## src/rtl/reset_sequencer_pkg.sv

```systemverilog
// Shared definitions for the reset sequencer: FSM state encodings and
// reset-cause codes reported on rst_cause.
package reset_sequencer_pkg;

  typedef enum logic [2:0] {
    S_RESET  = 3'd0,
    S_HOLD   = 3'd1,
    S_PERIPH = 3'd2,
    S_RUN    = 3'd3,
    S_SOFT   = 3'd4
  } state_t;

  localparam logic [1:0] CAUSE_POR  = 2'b01;
  localparam logic [1:0] CAUSE_SOFT = 2'b10;

endpackage

```

## src/rtl/reset_sequencer_sync.sv

```systemverilog
// Async-assert / sync-deassert reset synchroniser.
// Ports:
//   clk      in   system clock
//   rst_n    in   async active-low reset (porb)
//   rst_sync out  high on the SYNC_STAGES-th rising edge after rst_n rises,
//                 cleared immediately while rst_n is low
module reset_sequencer_sync #(
  parameter int SYNC_STAGES = 2
) (
  input  logic clk,
  input  logic rst_n,
  output logic rst_sync
);

  logic [SYNC_STAGES-1:0] r_sync;

  always_ff @(posedge clk or negedge rst_n) begin
    if (!rst_n) begin
      r_sync <= '0;
    end else begin
      r_sync <= {r_sync[SYNC_STAGES-2:0], 1'b1};
    end
  end

  assign rst_sync = r_sync[SYNC_STAGES-1];

endmodule

```

## src/rtl/reset_sequencer.sv

```systemverilog
// Reset sequencer: synchronises porb release, holds reset for HOLD_CYCLES,
// releases periph_rst_n, then core_rst_n STAGE_GAP cycles later. Handles a
// software warm reset from S_RUN and reports the last reset cause.
// Ports:
//   clk           in   system clock
//   rst_n         in   async active-low reset from the POR cell
//   soft_rst_req  in   warm reset request, sampled only in S_RUN
//   periph_rst_n  out  registered active-low peripheral reset
//   core_rst_n    out  registered active-low CPU core reset
//   rst_done      out  high while in S_RUN (both resets released)
//   rst_cause     out  01 = POR, 10 = soft; sticky until next reset event
//
// state    | meaning
// S_RESET  | waiting for synchronised porb release, all resets low
// S_HOLD   | counting HOLD_CYCLES with all resets low
// S_PERIPH | peripherals released, core held for STAGE_GAP cycles
// S_RUN    | both resets released, soft request accepted here
// S_SOFT   | warm reset, both resets low for SOFT_CYCLES
module reset_sequencer
  import reset_sequencer_pkg::*;
#(
  parameter int SYNC_STAGES = 2,
  parameter int HOLD_CYCLES = 16,
  parameter int STAGE_GAP   = 4,
  parameter int SOFT_CYCLES = 8,
  parameter int CNT_W       = 8
) (
  input  logic       clk,
  input  logic       rst_n,
  input  logic       soft_rst_req,
  output logic       periph_rst_n,
  output logic       core_rst_n,
  output logic       rst_done,
  output logic [1:0] rst_cause
);

  localparam int CNT_MAX = (1 << CNT_W) - 1;

  if (SYNC_STAGES < 2) begin : g_chk_sync
    $error("SYNC_STAGES must be at least 2");
  end
  if (HOLD_CYCLES < 1 || HOLD_CYCLES > CNT_MAX) begin : g_chk_hold
    $error("HOLD_CYCLES out of range");
  end
  if (STAGE_GAP < 1 || STAGE_GAP > CNT_MAX) begin : g_chk_gap
    $error("STAGE_GAP out of range");
  end
  if (SOFT_CYCLES < 1 || SOFT_CYCLES > CNT_MAX) begin : g_chk_soft
    $error("SOFT_CYCLES out of range");
  end

  localparam logic [CNT_W-1:0] HOLD_LAST = CNT_W'(HOLD_CYCLES - 1);
  localparam logic [CNT_W-1:0] GAP_LAST  = CNT_W'(STAGE_GAP - 1);
  localparam logic [CNT_W-1:0] SOFT_LAST = CNT_W'(SOFT_CYCLES - 1);

  logic w_rst_sync;

  reset_sequencer_sync #(
    .SYNC_STAGES (SYNC_STAGES)
  ) u_sync (
    .clk      (clk),
    .rst_n    (rst_n),
    .rst_sync (w_rst_sync)
  );

  state_t           r_state, w_state;
  logic [CNT_W-1:0] r_cnt, w_cnt;
  logic             r_periph, w_periph;
  logic             r_core, w_core;
  logic             r_done, w_done;
  logic [1:0]       r_cause, w_cause;

  always_ff @(posedge clk or negedge rst_n) begin
    if (!rst_n) begin
      r_state  <= S_RESET;
      r_cnt    <= '0;
      r_periph <= 1'b0;
      r_core   <= 1'b0;
      r_done   <= 1'b0;
      r_cause  <= CAUSE_POR;
    end else begin
      r_state  <= w_state;
      r_cnt    <= w_cnt;
      r_periph <= w_periph;
      r_core   <= w_core;
      r_done   <= w_done;
      r_cause  <= w_cause;
    end
  end

  // Counter is cleared on every transition and compared for equality, so it
  // never needs to wrap.
  always_comb begin
    w_state  = r_state;
    w_cnt    = r_cnt + CNT_W'(1);
    w_periph = r_periph;
    w_core   = r_core;
    w_done   = r_done;
    w_cause  = r_cause;
    case (r_state)
      S_RESET: begin
        w_cnt    = '0;
        w_periph = 1'b0;
        w_core   = 1'b0;
        w_done   = 1'b0;
        if (w_rst_sync) begin
          w_state = S_HOLD;
        end
      end
      S_HOLD: begin
        if (r_cnt == HOLD_LAST) begin
          w_state  = S_PERIPH;
          w_periph = 1'b1;
          w_cnt    = '0;
        end
      end
      S_PERIPH: begin
        if (r_cnt == GAP_LAST) begin
          w_state = S_RUN;
          w_core  = 1'b1;
          w_done  = 1'b1;
          w_cnt   = '0;
        end
      end
      S_RUN: begin
        w_cnt = '0;
        if (soft_rst_req) begin
          w_state  = S_SOFT;
          w_periph = 1'b0;
          w_core   = 1'b0;
          w_done   = 1'b0;
          w_cause  = CAUSE_SOFT;
        end
      end
      S_SOFT: begin
        if (r_cnt == SOFT_LAST) begin
          w_state  = S_PERIPH;
          w_periph = 1'b1;
          w_cnt    = '0;
        end
      end
      default: begin
        w_state  = S_RESET;
        w_cnt    = '0;
        w_periph = 1'b0;
        w_core   = 1'b0;
        w_done   = 1'b0;
      end
    endcase
  end

  assign periph_rst_n = r_periph;
  assign core_rst_n   = r_core;
  assign rst_done     = r_done;
  assign rst_cause    = r_cause;

endmodule

```

## config.mk

```make
export PLATFORM = sky130hd
export DESIGN_NAME = reset_sequencer
export DESIGN_NICKNAME = d
export VERILOG_FILES = /design/src/rtl/reset_sequencer_pkg.sv /design/src/rtl/reset_sequencer_sync.sv /design/src/rtl/reset_sequencer.sv
export SDC_FILE = /design/constraint.sdc
export NUM_CORES = 1
export LEC_CHECK = 0
export CAP_MARGIN = 30
export CORE_ASPECT_RATIO = 1.1
export CORE_MARGIN = 2
export CORE_UTILIZATION = 55
export DETAILED_ROUTE_END_ITERATION = 10
export GPL_TIMING_DRIVEN = 0
export PLACE_DENSITY = 0.82
export SLEW_MARGIN = 5
export SYNTH_ARGS = -nofsm -noshare
export SYNTH_HDL_FRONTEND = slang
export SYNTH_SLANG_ARGS = --single-unit
```

## constraint.sdc

```tcl
create_clock -name clk -period 2.16 [get_ports clk]
set_clock_uncertainty 0.15 [all_clocks]
set_input_delay 0.432 -clock clk [delete_from_list [all_inputs] [get_ports clk]]
set_output_delay 0.432 -clock clk [all_outputs]
set_load 0.005 [all_outputs]
```

==> flow_metrics.env <==
export IMPL_max_cap_violations=0
export IMPL_post_synth_edffs=0
export IMPL_synth_async_reset_ratio_pct=100
export IMPL_cp_top_family="flip-flops"
export IMPL_synthFlopType="dfrtp_1"
export IMPL_origin_of_the_worst_min_delay_path="u_sync.r_sync[0]$_DFF_PN0_"
export IMPL_postSynthRegisterBits=17
export IMPL_first_global_vias=689
export IMPL_critPathCaptureType="output port"
export IMPL_grt_pass1_wl_um=3000
export IMPL_num_nets_final=119
export IMPL_totalNegativeSetupSlack_ps=0
export IMPL_r2r_slack_ps=270
export IMPL_rsz0062_at_grt="false"
export IMPL_post_synth_cell_types=40
export IMPL_finalCriticalPeriod_ps=1930
export IMPL_ioPinCount=8
export IMPL_insertedDiodeCount=0
export IMPL_via_per_inst=5.82
export IMPL_crit_path_cell_trace="clkdlybuf4s50_1"
export IMPL_detail_route_drc_violations=0
export IMPL_core_occupancy_in_the_finished_layout_pct=67.0
export IMPL_grt_ovfl_total=0
export IMPL_routability_congestion_estimate_from_global_placement=0.809
export IMPL_insertion_delay_ps=290
export IMPL_timing_hold_worst_class="register to register"
export IMPL_ys_warn_count=0
export IMPL_placement_io_buffers=7
export IMPL_worstSetupStartpointType="register"
export IMPL_path_clk_slew_ps=110
export IMPL_max_vdd_ir_drop_mv=0.822
export IMPL_grt_start_max_net_pins=18
export IMPL_max_slew_margin_rel_pct=50.1
export IMPL_worst_ep_arrival_time_ps=1350
export IMPL_critPathMaxFanout=2
export IMPL_postCtsSetupBuffers=0
export IMPL_crit_cells=1
export IMPL_die_width_um=43.6
export IMPL_final_seq_area_um2=427
export IMPL_drt_antenna_violating_nets=0
export IMPL_final_hold_worst_slack_ps=214
export IMPL_total_number_of_clock_tree_sinks=17
export IMPL_wl_per_cell_um=15.1
export IMPL_final_max_slew_violation_count=0
export IMPL_root_buffer="clkbuf_4"
export IMPL_drt_pre_antenna_iters=4
export IMPL_worst_ep_required_time_ps=1580
export IMPL_core_rowCount=15
export IMPL_cts_made_buffers=3
export IMPL_actual_slew_at_the_worst_max_slew_pin_ps=746
export IMPL_synth_net_count=107
export IMPL_drt_iter0_drc=23
export IMPL_place_hpwl_um=1460
export IMPL_clock_fmax_ghz=0.518
export IMPL_die_height_um=47.6
export IMPL_ctsHtreeMaxLevel=1
export IMPL_setup_violations=0
export IMPL_design_die_area_mm2=0.00208
export IMPL_global_route_usage_total_pct=20.5
export IMPL_min_delay_worst_endpoint="u_sync.r_sync[1]$_DFF_PN0_"
export IMPL_reg2reg_to="r_cnt[1]$_DFF_PN0_"
export IMPL_critical_path_buf_inv_count=1
export IMPL_power_leakage_nw=0.440
export IMPL_cts_tree="yes"
export IMPL_yosysSeqAreaShare_pct=44.9
export IMPL_hold_path_depth=0
export IMPL_cp_slowest_stage_delay_ps=550
export IMPL_r2r_cells=6
export IMPL_antenna_violations_before_repair=0
export IMPL_layout_area_overhead_pct=12.5
export IMPL_postCtsHoldBufs=0
export IMPL_start_util_pct=59.5
export IMPL_synthCells=103
export IMPL_overall_power_consumption_w=0.00116
export IMPL_syn_avg_cell_area_um2=9.22
export IMPL_multi_input_comb_area_um2=474
export IMPL_slowest_cell_on_the_critical_path="dfstp_2"
export IMPL_power_density_mw_per_mm2=1080
export IMPL_worstSetupPathType="register to output port"
export IMPL_layout_drive_gt1_share_pct=13.2
export IMPL_clk_path_buf_depth=2
export IMPL_wirelength_um=1980
export IMPL_hold_viol_final=0
export IMPL_layout_worst_path_cycle_share_pct=89.3
export IMPL_reg2reg_from="r_cnt[1]$_DFF_PN0_"
export IMPL_num_fill_cells=124
export IMPL_core_mm2=0.00160
export IMPL_mappedNetlistArea_um2=950
export IMPL_post_cts_resize_count=0
export IMPL_vias=762
export IMPL_status="completed"
[cells in the mapped netlist, types with 2 or more instances]
master / instances / area [um^2]
nand2_1: 11 / 41.3
nor2_1: 13 / 48.8
o21ai_0: 3 / 15.0
dfrtp_1: 16 / 400
and3_1: 2 / 12.5
nor3_1: 2 / 10.0
inv_1: 3 / 11.3
nand2b_1: 4 / 25.0
xnor2_1: 3 / 26.3
nand3_1: 6 / 30.0
xor2_1: 2 / 17.5
a221oi_2: 2 / 30.0
buf_4: 2 / 15.0
nor2b_1: 3 / 18.8
clkbuf_1: 2 / 7.51
a21oi_1: 5 / 25.0
[sequential cells by signal, indices dropped and copies added (netlist names)]
signal	count
rst_done	1
u_sync.r_sync	2
rst_cause	2
r_cnt	8
periph_rst_n	1
r_state	3
[placed cells by master (no fill, tap or decap), types with 2 or more instances in the layout]
cell / n
dfrtp_1: 16
nor2_1: 13
nand2_1: 11
clkdlybuf4s50_1: 7
nand3_1: 6
a21oi_1: 5
nand2b_1: 4
inv_1: 3
xnor2_1: 3
nor2b_1: 3
o21ai_0: 3
clkbuf_4: 3
nor3_1: 2
buf_4: 2
and3_1: 2
clkbuf_1: 2
xor2_1: 2
a221oi_2: 2
[final cells by class]
cell class | instances | area share [%]
Buffer | 6 | 3.51
Clock buffer | 3 | 2.11
Clock inverter | 1 | 0.468
Inverter | 3 | 1.05
Multi-Input combinational cell | 77 | 44.4
Sequential cell | 17 | 39.9
Tap cell | 17 | 1.99
Timing Repair Buffer | 7 | 6.56
[how the worst max path moves through the flow]
stage,start,slack [ps],to
finish,rst_cause[0]$_DFFE_PN1P_,230,rst_cause[0]
global route,rst_cause[0]$_DFFE_PN1P_,190,rst_cause[0]
CTS,rst_cause[0]$_DFFE_PN1P_,220,rst_cause[0]
detailed placement,r_cnt[0]$_DFF_PN0_,310,r_cnt[1]$_DFF_PN0_
global placement,r_cnt[0]$_DFF_PN0_,350,r_cnt[7]$_DFF_PN0_
floorplan,r_cnt[0]$_DFF_PN0_,560,r_cnt[3]$_DFF_PN0_
[through the flow]
step / cells / area, um^2 / setup WS, ps
6_report: 131 / 1070 / 230
5_1_grt: 131 / 1070 / 190
4_1_cts: 131 / 1070 / 223
3_5_place_dp: 127 / 1040 / 311
3_3_place_gp: 127 / 1040 / 345
2_1_floorplan: 103 / 950 / 560
[logic make-up (layout without fill, tap and decap cells)]
kind of cell    after synthesis  count (layout)  share of synthesized area [%]
flops                        17              17                           44.9
xor+xnor                      5               5                           4.61
fa+ha+maj                     1               1                           1.32
compound gates               23              23                           18.4
buf+inv                       9              20                           5.14
simple gates                 47              47                           25.2
other cells                   1               1                          0.395
[routing by layer]
layer  up-vias  part of all wire, %  wire length (um)  track usage [%]
met5         -                    0                 0                0
met1       364                   45               894             27.1
met3         0                  4.0                79             3.40
met4         0                    0                 0             6.67
met2        20                   51              1010             35.0
li1        378                    -                 -                -
[power by group]
group	leakage, nW	switching, W	internal [W]
clock network	0.0177	0.000104	0.0000688
logic	0.206	0.000318	0.000226
registers	0.216	0.0000600	0.000379
total	0.440	0.000483	0.000674
No activity file was read; power rests on OpenSTA's default activity.
